--- src/rtl/clock_ui_pkg.sv ---
// clock_ui_pkg
// Shared definitions for the clock-setting UI: button decoder state type,
// default hold/repeat timings (also used by the time-set FSM) and a helper
// that sizes the hold counter.
package clock_ui_pkg;

  localparam int LONG_MS_DEF   = 1000;
  localparam int REPEAT_MS_DEF = 200;

  typedef enum logic [1:0] {
    IDLE    = 2'd0,
    PRESSED = 2'd1,
    LONG    = 2'd2
  } btn_state_t;

  // Counter width: $clog2(max(long_ms, repeat_ms)), never below 1 bit.
  function automatic int hold_cnt_w(input int long_ms, input int repeat_ms);
    int m;
    m = (long_ms > repeat_ms) ? long_ms : repeat_ms;
    return (m < 2) ? 1 : $clog2(m);
  endfunction

endpackage

--- src/rtl/hold_timer.sv ---
// hold_timer
// Tick-enabled hold counter with synchronous clear and terminal compare.
// Ports:
//   i_clk    system clock
//   i_rst    synchronous active-high reset
//   i_tick   count enable (1 ms strobe)
//   i_clr    synchronous clear, takes priority over counting
//   i_limit  terminal count; o_hit fires when cnt == i_limit-1 on a tick
//   o_hit    combinational terminal-count indication (i_tick && cnt==limit-1)
module hold_timer #(
  parameter int CNT_W = 10
) (
  input  logic           i_clk,
  input  logic           i_rst,
  input  logic           i_tick,
  input  logic           i_clr,
  input  logic [CNT_W:0] i_limit,
  output logic           o_hit
);

  logic [CNT_W-1:0] r_cnt;
  logic [CNT_W:0]   w_last;

  // Limit is one bit wider than the counter so the full limit value fits.
  assign w_last = i_limit - (CNT_W+1)'(1);
  assign o_hit  = i_tick && ({1'b0, r_cnt} == w_last);

  always_ff @(posedge i_clk) begin
    if (i_rst) begin
      r_cnt <= '0;
    end else if (i_clr) begin
      r_cnt <= '0;
    end else if (i_tick) begin
      r_cnt <= r_cnt + CNT_W'(1);
    end
  end

endmodule

--- src/rtl/button_event_decoder.sv ---
// button_event_decoder
// Turns a debounced, synchronous button level into one-cycle UI events:
// short press (on release), long press (once at LONG_MS) and auto-repeat
// (at LONG_MS, then every REPEAT_MS while held). Hold time is measured in
// 1 ms ticks.
// Ports:
//   i_clk     system clock
//   i_rst     synchronous active-high reset
//   i_tick    1 ms enable strobe
//   i_btn     debounced button level, 1 = pressed
//   o_short   pulse: released before LONG_MS
//   o_long    pulse: hold reached LONG_MS
//   o_repeat  pulse: at LONG_MS and every REPEAT_MS after while held
//   o_held    level: button is in a pressed state (PRESSED or LONG)
module button_event_decoder
  import clock_ui_pkg::*;
#(
  parameter int LONG_MS   = LONG_MS_DEF,
  parameter int REPEAT_MS = REPEAT_MS_DEF
) (
  input  logic i_clk,
  input  logic i_rst,
  input  logic i_tick,
  input  logic i_btn,
  output logic o_short,
  output logic o_long,
  output logic o_repeat,
  output logic o_held
);

  localparam int CNT_W = hold_cnt_w(LONG_MS, REPEAT_MS);
  localparam int LIM_W = CNT_W + 1;
  localparam logic [LIM_W-1:0] LIM_LONG   = LIM_W'(LONG_MS);
  localparam logic [LIM_W-1:0] LIM_REPEAT = LIM_W'(REPEAT_MS);

  btn_state_t       r_state;
  logic             r_short;
  logic             r_long;
  logic             r_repeat;
  logic             r_held;
  logic             w_hit;
  logic             w_clr;
  logic [LIM_W-1:0] w_limit;

  assign w_limit = (r_state == LONG) ? LIM_REPEAT : LIM_LONG;

  // Counter is held at zero in IDLE, so entering PRESSED always starts from
  // zero and a tick on the press edge is not counted. Clearing on release
  // and on each hit gives every state entry / repeat interval a fresh count.
  assign w_clr = (r_state == IDLE) || !i_btn || w_hit;

  hold_timer #(
    .CNT_W (CNT_W)
  ) u_hold_timer (
    .i_clk   (i_clk),
    .i_rst   (i_rst),
    .i_tick  (i_tick),
    .i_clr   (w_clr),
    .i_limit (w_limit),
    .o_hit   (w_hit)
  );

  always_ff @(posedge i_clk) begin
    if (i_rst) begin
      r_state  <= IDLE;
      r_short  <= 1'b0;
      r_long   <= 1'b0;
      r_repeat <= 1'b0;
      r_held   <= 1'b0;
    end else begin
      r_short  <= 1'b0;
      r_long   <= 1'b0;
      r_repeat <= 1'b0;
      case (r_state)
        IDLE: begin
          if (i_btn) begin
            r_state <= PRESSED;
            r_held  <= 1'b1;
          end else begin
            r_held  <= 1'b0;
          end
        end
        PRESSED: begin
          // Release wins over a coincident threshold tick.
          if (!i_btn) begin
            r_state <= IDLE;
            r_short <= 1'b1;
            r_held  <= 1'b0;
          end else if (w_hit) begin
            r_state  <= LONG;
            r_long   <= 1'b1;
            r_repeat <= 1'b1;
            r_held   <= 1'b1;
          end else begin
            r_held   <= 1'b1;
          end
        end
        LONG: begin
          if (!i_btn) begin
            r_state <= IDLE;
            r_held  <= 1'b0;
          end else begin
            r_held  <= 1'b1;
            if (w_hit) begin
              r_repeat <= 1'b1;
            end
          end
        end
        default: begin
          r_state <= IDLE;
          r_held  <= 1'b0;
        end
      endcase
    end
  end

  assign o_short  = r_short;
  assign o_long   = r_long;
  assign o_repeat = r_repeat;
  assign o_held   = r_held;

endmodule
--- config.mk ---
export PLATFORM = sky130hd
export DESIGN_NAME = button_event_decoder
export DESIGN_NICKNAME = d
export VERILOG_FILES = /design/src/rtl/clock_ui_pkg.sv /design/src/rtl/hold_timer.sv /design/src/rtl/button_event_decoder.sv
export SDC_FILE = /design/constraint.sdc
export NUM_CORES = 1
export LEC_CHECK = 0
export ABC_AREA = 1
export BUFFER_PORTS_ARGS = -buffer_cell sky130_fd_sc_hd__buf_2
export CORE_UTILIZATION = 33
export CTS_CLUSTER_DIAMETER = 150
export DETAILED_ROUTE_END_ITERATION = 10
export REMOVE_ABC_BUFFERS = 1
export SETUP_SLACK_MARGIN = 0.3
export SYNTH_ARGS = -nofsm -noshare
export SYNTH_HDL_FRONTEND = slang
export SYNTH_SLANG_ARGS = --single-unit
--- constraint.sdc ---
create_clock -name i_clk -period 2.9 [get_ports i_clk]
set_input_delay 0.29 -clock i_clk [delete_from_list [all_inputs] [get_ports i_clk]]
set_output_delay 0.29 -clock i_clk [all_outputs]
set_load 0.005 [all_outputs]
==> run summary <==
via/cell ratio: 4.694
Detailed Place HPWL: 1.135 mm
pwr dens: 437.9 nW/µm²
Setup Skew: 0.0009230 ns
Max-Cap Viols: 0
clk buf depth: 2
CP max-delay cell: dfxtp_1
Post-route DRC: 0
first-pass GRT wire length: 2.684 mm
CTS H-tree lvls: 1
GRT Total Usage: 0.1401
Post-Syn Area per Cell: 7.936 µm²
cells taking the most area after synthesis: dfxtp_1 (38%), nand2_1 (11%), ha_1 (7.5%)
synth warn: 0
# clock sinks: 16
Final Routed Wirelength: 1.458 mm
Num CTS Buffers: 3
CP max stage delay: 0.39 ns
FP Rows: 17
FF-to-FF setup slack: 1.51 ns
cts repair resizes: 0
number of port buffers: 7
final setup fails: 0
Synth Flop Type: dfxtp_1
Seq/Total Area, Yosys: 0.3844
Clock transition at path regs: 0.10 ns
final net count: 126
LEAKAGE: 0.0003502 µW
Post-Syn Area: 833.3 µm²
crit start category: flip-flop
FFs w/ async S/R, synth: 0
Worst Tran Pin Value: 0.2558 ns
number of global-route vias before repair: 640
Worst-Skew Late Latency: 0.29 ns
final hold slack: 0.2042 ns
GR Overflow Total: 0
worst-path cell chain: inv_1 -> ha_1 -> o21ai_2 -> nand3_2 -> nand3_4 -> nor2_1
vias: 676
Initial Util: 0.3627
Top-Level Pins: 8
status: finished, final reports clean
post-synth top area share: 0.3844
number of diodes: 0
DRT Pass-1 Iters: 4
Max Clock Freq: 0.7205 GHz
final hold violations: 0
total setup buffers inserted after CTS: 0
fill count: 248
Peak VDD IR: 202.9 µV
crit path time final: 1.388 ns
Final ANT Viol Nets: 0
Setup crit end kind: flip-flop
Setup CP Type: reg -> reg
FF+latch area: 320.3 µm²
core area: 2297 µm²
top cell type by total area after synthesis: dfxtp_1
multi-input logic area: 467.9 µm²
Root Buffer: clkbuf_4
number of flops mapped to enable cells by yosys: 0
GP Congestion: 0.8062
Synth cell types: 24
Die Area: 2730 µm²
crit-path max FO: 10
initial antenna violation count: 0
Crit path arrival time: 1.58 ns
cts hold-fix bufs: 0
fraction of layout cells with a size suffix above 1: 0.2586
DRC marker count from the first detailed-route iteration: 17
Synth Instances: 105
fin crit share: 0.4786
Layout area overhead: 12.76%
die height: 52.25 µm
CTS tree: yes
flops & latches, synth: 16
most frequent cells after synthesis: nand2_1 (25), dfxtp_1 (16), nor2_1 (11)
worst min-delay path category: in -> reg
Wirelength per Cell: 10.13 µm
worst path required time: 3.09 ns
Slew headroom: 0.8288
RSZ-0062 raised after global routing: false
largest net degree at the start of global routing: 11
max-slew violations: 0
die width: 52.25 µm
final total negative setup slack: 0 ns
top-count cell post-synth: nand2_1
## placed cells by master, fill, tap and decap left out, types with 2 or more instances in the layout
| cell type | instances |
|---|---|
| a21oi_1 | 2 |
| a21oi_2 | 6 |
| buf_2 | 7 |
| clkbuf_4 | 3 |
| dfxtp_1 | 16 |
| ha_1 | 5 |
| inv_1 | 10 |
| inv_2 | 2 |
| nand2_1 | 25 |
| nand3_1 | 3 |
| nand3_2 | 3 |
| nand4_1 | 2 |
| nor2_1 | 11 |
| nor2_2 | 3 |
| nor3_1 | 3 |
| or2_0 | 2 |
| xor2_1 | 3 |
## stage by stage
step	utilization	worst slack [ns]	std cells	area (µm²)	power, µW
detailed placement	0.3932	1.520	140	903.4	265.9
CTS	0.4090	1.497	144	939.7	416.7
global route	0.4090	1.355	144	939.7	434.2
global placement	0.3932	1.579	140	903.4	264.5
finish	0.4090	1.512	144	939.7	411.5
floorplan	-	1.643	105	833.3	254.8
## report_power, final
group	internal, µW	switching, µW	leakage [µW]	total (µW)
sequential	223	2.77	0.000130	226
clock	76.5	74.2	0.0000210	151
combinational	12.2	22.3	0.000200	34.6
total	312	99.3	0.000350	411
## cells by family (layout without fill, tap and decap cells)
family	count (synthesis)	count (layout)	synth area share
flip-flops	16	16	0.3844
XOR/XNOR	4	4	0.04205
buffers and inverters	12	23	0.05406
adder cells (fa/ha/maj)	5	5	0.07508
AND/OR/NAND/NOR	57	57	0.3439
AO/OA/AOI/OAI	11	11	0.1006
## sequential cells by signal, indices dropped and copies added (netlist names)
name / cells
r_state: 2
o_held: 1
o_repeat: 1
o_long: 1
o_short: 1
u_hold_timer.r_cnt: 10
## final timing paths
path,startpoint,end,cells past startpoint
max,r_state[0],u_hold_timer.r_cnt[5],6
min,i_rst,o_short,2
max reg2reg,r_state[0],u_hold_timer.r_cnt[5],6
min reg2reg,u_hold_timer.r_cnt[1],u_hold_timer.r_cnt[1],2
## final cells by class
class	count	area share
Tap cell	28	0.03728
Inverter	12	0.04794
Clock buffer	4	0.03862
Multi-Input combinational cell	77	0.4980
Timing Repair Buffer	7	0.03728
Sequential cell	16	0.3409
## worst max-delay path, delay by kind of cell, from the launching register on
kind | cells | cell delay, ns
DFF | 1 | 0.39
and+or+nand+nor | 3 | 0.38
adders and majority gates | 1 | 0.24
AOI/OAI and AO/OA | 1 | 0.20
buffers and inverters | 1 | 0.08
## layer usage
| metal | global-route usage | wire (µm) | vias up |
|---|---|---|---|
| met5 | 0 | 0 | - |
| met4 | 0.1053 | 38 | 0 |
| met3 | 0.02609 | 51 | 4 |
| met2 | 0.2094 | 673 | 14 |
| met1 | 0.1771 | 695 | 304 |
| li1 | - | - | 354 |
(Power assumes the default switching activity.)
